$ cat config.mk
export PLATFORM = sky130hd
export DESIGN_NAME = xor_serial_sequencer
export DESIGN_NICKNAME = d
export VERILOG_FILES = /design/src/rtl/xor_serial_sequencer_pkg.sv /design/src/rtl/xor_serial_sequencer_gate.sv /design/src/rtl/xor_serial_sequencer.sv
export SDC_FILE = /design/constraint.sdc
export NUM_CORES = 1
export LEC_CHECK = 0
export BUFFER_PORTS_ARGS = -buffer_cell sky130_fd_sc_hd__buf_2
export CELL_PAD_IN_SITES_DETAIL_PLACEMENT = 0
export CELL_PAD_IN_SITES_GLOBAL_PLACEMENT = 1
export CORE_MARGIN = 2
export CORE_UTILIZATION = 45
export CTS_CLUSTER_SIZE = 14
export DETAILED_ROUTE_END_ITERATION = 6
export GPL_ROUTABILITY_DRIVEN = 0
export PLACE_DENSITY_LB_ADDON = 0.05
export SYNTH_ARGS = -nofsm -noshare
export SYNTH_HDL_FRONTEND = slang
export SYNTH_SLANG_ARGS = --single-unit
export TNS_END_PERCENT = 10
$ cat constraint.sdc
create_clock -name clk -period 2.3 [get_ports clk]
set_input_delay 0.23 -clock clk [delete_from_list [all_inputs] [get_ports clk]]
set_output_delay 0.23 -clock clk [all_outputs]
set_load 0.02 [all_outputs]
$ cat src/rtl/xor_serial_sequencer_pkg.sv
// Shared definitions for the bit-serial XOR sequencer.
//   state_e   : FSM state encoding (IDLE=0, RUN=1, DONE=2)
//   cnt_width : width of the RUN-cycle counter, max(1, clog2(w))
package xor_serial_sequencer_pkg;

  typedef enum logic [1:0] {
    StIdle = 2'd0,
    StRun  = 2'd1,
    StDone = 2'd2
  } state_e;

  // clog2 returns 0 for w=1, but the counter still needs one bit.
  function automatic int unsigned cnt_width(input int unsigned w);
    int unsigned c;
    c = $clog2(w);
    return (c < 1) ? 1 : c;
  endfunction

endpackage

$ cat src/rtl/xor_serial_sequencer_gate.sv
// Gate-level XOR built from four NAND gates; the single datapath gate
// time-shared by xor_serial_sequencer.
//   x, y : operand bits
//   z    : x XOR y
module xor_serial_sequencer_gate (
  input  logic x,
  input  logic y,
  output logic z
);

  logic n_xy;
  logic n_x;
  logic n_y;

  assign n_xy = ~(x & y);
  assign n_x  = ~(x & n_xy);
  assign n_y  = ~(y & n_xy);
  assign z    = ~(n_x & n_y);

endmodule

$ cat src/rtl/xor_serial_sequencer.sv
// Bit-serial XOR sequencer: accepts an operand pair over a valid/ready
// handshake, computes a XOR b one bit per clock through a single NAND-built
// XOR gate, and returns the result plus its parity over a valid/ready
// handshake.
//   clk, rst_n           : clock, asynchronous active-low reset
//   in_valid / in_ready  : operand handshake (a, b sampled on handshake)
//   out_valid / out_ready: result handshake (q, parity held while valid)
//   busy                 : high while a pair is in flight (RUN or DONE)
module xor_serial_sequencer
  import xor_serial_sequencer_pkg::*;
#(
  parameter int unsigned W = 8
) (
  input  logic         clk,
  input  logic         rst_n,
  input  logic         in_valid,
  output logic         in_ready,
  input  logic [W-1:0] a,
  input  logic [W-1:0] b,
  output logic         out_valid,
  input  logic         out_ready,
  output logic [W-1:0] q,
  output logic         parity,
  output logic         busy
);

  localparam int unsigned    CntW    = cnt_width(W);
  localparam logic [CntW-1:0] CntLast = CntW'(W - 1);

  state_e          state_q;
  logic [W-1:0]    sa_q;
  logic [W-1:0]    sb_q;
  logic [W-1:0]    res_q;
  logic [CntW-1:0] cnt_q;
  logic            par_q;
  logic            gate_bit;

  xor_serial_sequencer_gate u_gate (
    .x (sa_q[0]),
    .y (sb_q[0]),
    .z (gate_bit)
  );

  always_ff @(posedge clk or negedge rst_n) begin
    if (!rst_n) begin
      state_q <= StIdle;
      sa_q    <= '0;
      sb_q    <= '0;
      res_q   <= '0;
      cnt_q   <= '0;
      par_q   <= 1'b0;
    end else begin
      case (state_q)
        StIdle: begin
          // in_ready is high throughout IDLE, so in_valid alone is the handshake.
          if (in_valid) begin
            sa_q    <= a;
            sb_q    <= b;
            res_q   <= '0;
            cnt_q   <= '0;
            par_q   <= 1'b0;
            state_q <= StRun;
          end
        end
        StRun: begin
          sa_q  <= sa_q >> 1;
          sb_q  <= sb_q >> 1;
          // New bit enters at the MSB; after W shifts bit 0 lands at the LSB.
          res_q <= (res_q >> 1) | (W'(gate_bit) << (W - 1));
          par_q <= par_q ^ gate_bit;
          if (cnt_q == CntLast) begin
            state_q <= StDone;
          end else begin
            cnt_q <= cnt_q + CntW'(1);
          end
        end
        StDone: begin
          if (out_ready) begin
            state_q <= StIdle;
          end
        end
        default: state_q <= StIdle;
      endcase
    end
  end

  // All outputs decode directly from registers.
  assign in_ready  = (state_q == StIdle);
  assign out_valid = (state_q == StDone);
  assign busy      = (state_q != StIdle);
  assign q         = res_q;
  assign parity    = par_q;

endmodule
==> reports/qor.yml <==
logic_synthesis:
  seq_area_frac_synth: 0.521
  ys_ff_latch: 30
  synth_fp_nets: 142
  yosys_warnings: 0
  syn_area_per_cell_um2: 12.0
  synthDistinctLibCells: 28
  synthCells: 120
  syn_area_um2: 1440
global_route:
  antenna_found_initial: 0
  grt_pass1_vias: 1003
  use_met1: 0.223
  gr-usage-met2: 0.270
  grt_max_degree: 31
  busiest_layer: "met2"
  grt_pass1_wl_um: 4640
  grt_usage: 0.173
  met3_usage: 0.0576
  grt_overflow: 0
critical_path:
  worstRegToRegCells: 4
  crit_path_max_fanout: 17
  endpoint_kind: "output pin"
  start_kind: "flip-flop"
  arrival_ns: 1.53
  critical_path_required_ns: 2.07
  critPathKind: "reg2out"
drt:
  routedWlPerCell_um: 13.8
  via_per_inst: 5.33
  drc_errors: 0
  dr.pass1.iters: 4
  vias: 1050
  antenna_left: 0
  wirelength_um: 2710
  drt_iter0_markers: 37
clocking:
  cts_setup_buffers: 0
  clkLatencyLatePin_ns: 0.32
  cts.repair.resized: 0
  cts_tree: "done"
  cts_buffer_depth: 2
  clockRootBuffer: "clkbuf_4"
  cts_inserted_buffers: 5
  htree_levels: 2
  cts_sinks: 30
  path_clk_slew_ns: 0.08
timing:
  tns_ns: 0
  worst_pin_slew_ns: 0.674
  fin_crit_sh: 0.763
  fmax_ghz: 0.570
  setup_viol: 0
  layout_setup_ws_ns: 0.544
  rsz0062_at_grt: "false"
  final_max_slew_viol_count: 0
  whs_ns: 0.155
  hold_viol: 0
  fin_crit_ns: 1.76
  slew_headroom: 0.551
  clock-skew-final_ns: 0.00324
cells_and_area:
  area_delta_synth_final_pct: 15.0
  drive_gt1_frac: 0.412
  n_antenna_cell: 0
  final_nets: 175
floorplanning:
  row_count: 20
  io_pins: 32
  core_um2: 3050
  die_w_um: 60.6
  initial_utilization: 0.472
  fp.dieArea_um2: 3670
  fp.dieH_um: 60.6
power_and_ir_drop:
  p_sw_frac: 0.397
  seqPwrFrac: 0.428
  pwr_density_cell_nw_per_um2: 1270
  pwr-share-comb: 0.439
  intPower_mw: 1.27
  p_sw_mw: 0.836
  p_clk_frac: 0.133
  leakage_nw: 0.779
  ir_worst_vdd_uv: 592
worst_hold_path:
  hold_path.class: "in2reg"
  min_path_cells: 2
place:
  io_buffers: 31
  place_hpwl_um: 1850
  dp_slack_ns: 0.814
status:
  status: "complete, no violations"
run:
  maxCapViolCount: 0
-- area by class of cell --
class,count,area [um2]
Fill cell,309,1400
Sequential cell,30,751
Multi-Input combinational cell,78,608
Timing Repair Buffer,35,188
Tap cell,44,55.1
Clock buffer,7,45.0
Inverter,3,11.3
-- state kept, by name, indices dropped and copies added (netlist names) --
signal and flops:
parity 1, sa_q 8, sb_q 8, q 8
state_q 2, cnt_q 3
-- cell usage in the layout, fill, tap and decap left out, types with 2 or more instances in the layout --
cell	count
o21ai_2	9
buf_4	3
nor2b_1	2
clkbuf_4	5
clkbuf_1	2
nand2_1	14
ha_1	2
a21oi_1	3
a22oi_2	9
a22oi_1	5
nor2_1	2
dfrtp_1	30
and2b_1	2
a22o_1	13
buf_2	31
a32o_1	2
o21ai_1	6
inv_1	2
-- per-stage QoR --
| step | cell area [um2] | std cells | power [mW] | utilization |
|---|---|---|---|---|
| floorplan | 1440 | 120 | 1.65 | - |
| global placement | 1600 | 189 | 1.83 | 0.525 |
| detailed placement | 1600 | 189 | 1.85 | 0.525 |
| CTS | 1660 | 197 | 2.14 | 0.543 |
| global route | 1660 | 197 | 2.29 | 0.543 |
| finish | 1660 | 197 | 2.11 | 0.543 |
-- power by group through the flow --
stage	Combinational (mW)	Clock, mW	Sequential (mW)
after floorplan	0.709	0	0.943
after global placement	0.922	0	0.905
after detailed placement	0.936	0	0.914
after CTS	0.942	0.296	0.904
after global routing	1.03	0.321	0.936
final	0.925	0.279	0.902
-- path summary, 6_finish.rpt --
kind                       slack, ns                  end                    from
max reg2reg                     0.80  sb_q[2]$_DFFE_PN0P_  state_q[0]$_DFFE_PN0P_
min reg2reg                     0.49  sa_q[1]$_DFFE_PN0P_     sa_q[1]$_DFFE_PN0P_
min                             0.16  sa_q[7]$_DFFE_PN0P_                    a[7]
min in group asynchronous       0.48     q[4]$_DFFE_PN0P_                   rst_n
max                             0.54             in_ready  state_q[0]$_DFFE_PN0P_
max in group asynchronous       1.39     q[1]$_DFFE_PN0P_                   rst_n
-- synth_stat cells --
master,instances,area share
a21oi_1,3,0.010
a22o_1,13,0.079
a22oi_1,5,0.026
a22oi_2,9,0.078
a32o_1,2,0.014
and2b_1,2,0.010
buf_2,3,0.010
buf_4,4,0.021
buf_6,1,0.0078
buf_8,1,0.010
dfrtp_1,30,0.52
ha_1,2,0.017
inv_1,2,0.0052
inv_2,1,0.0026
mux2_2,1,0.0078
nand2_1,14,0.036
nand2b_1,1,0.0043
nand3_1,1,0.0035
nor2_1,2,0.0052
nor2_2,1,0.0043
nor2b_1,2,0.0087
nor2b_2,1,0.0061
nor2b_4,1,0.0095
o21ai_1,6,0.021
o21ai_2,9,0.055
o21bai_4,1,0.013
o311ai_1,1,0.0061
xnor2_1,1,0.0061
-- logic make-up after synthesis --
logic type      share of synthesized area
flops                               0.521
compound gates                      0.302
simple gates                       0.0885
fa+ha+maj                          0.0174
buf+inv                            0.0573
xor+xnor                          0.00608
mux                               0.00781
-- per-layer routing --
| metal | vias to the layer above | wire length [um] |
|---|---|---|
| met1 | 511 | 1270 |
| li1 | 506 | - |
| met2 | 27 | 1250 |
| met5 | - | 0 |
| met4 | 0 | 43 |
| met3 | 6 | 144 |
-- worst max-delay path, cell delays in order (launching register included) --
cell     delay, ns
dfrtp_1       0.51
buf_4         0.28
nor2_2        0.21
buf_2         0.20
-- what timing repair did --
item / in CTS / in global routing
endpoints found under the hold margin: 30 / 0
endpoints found under the setup margin: 0 / 0
hold buffers: 1 / 0
Note: power is estimated with default switching activity, not from simulation.
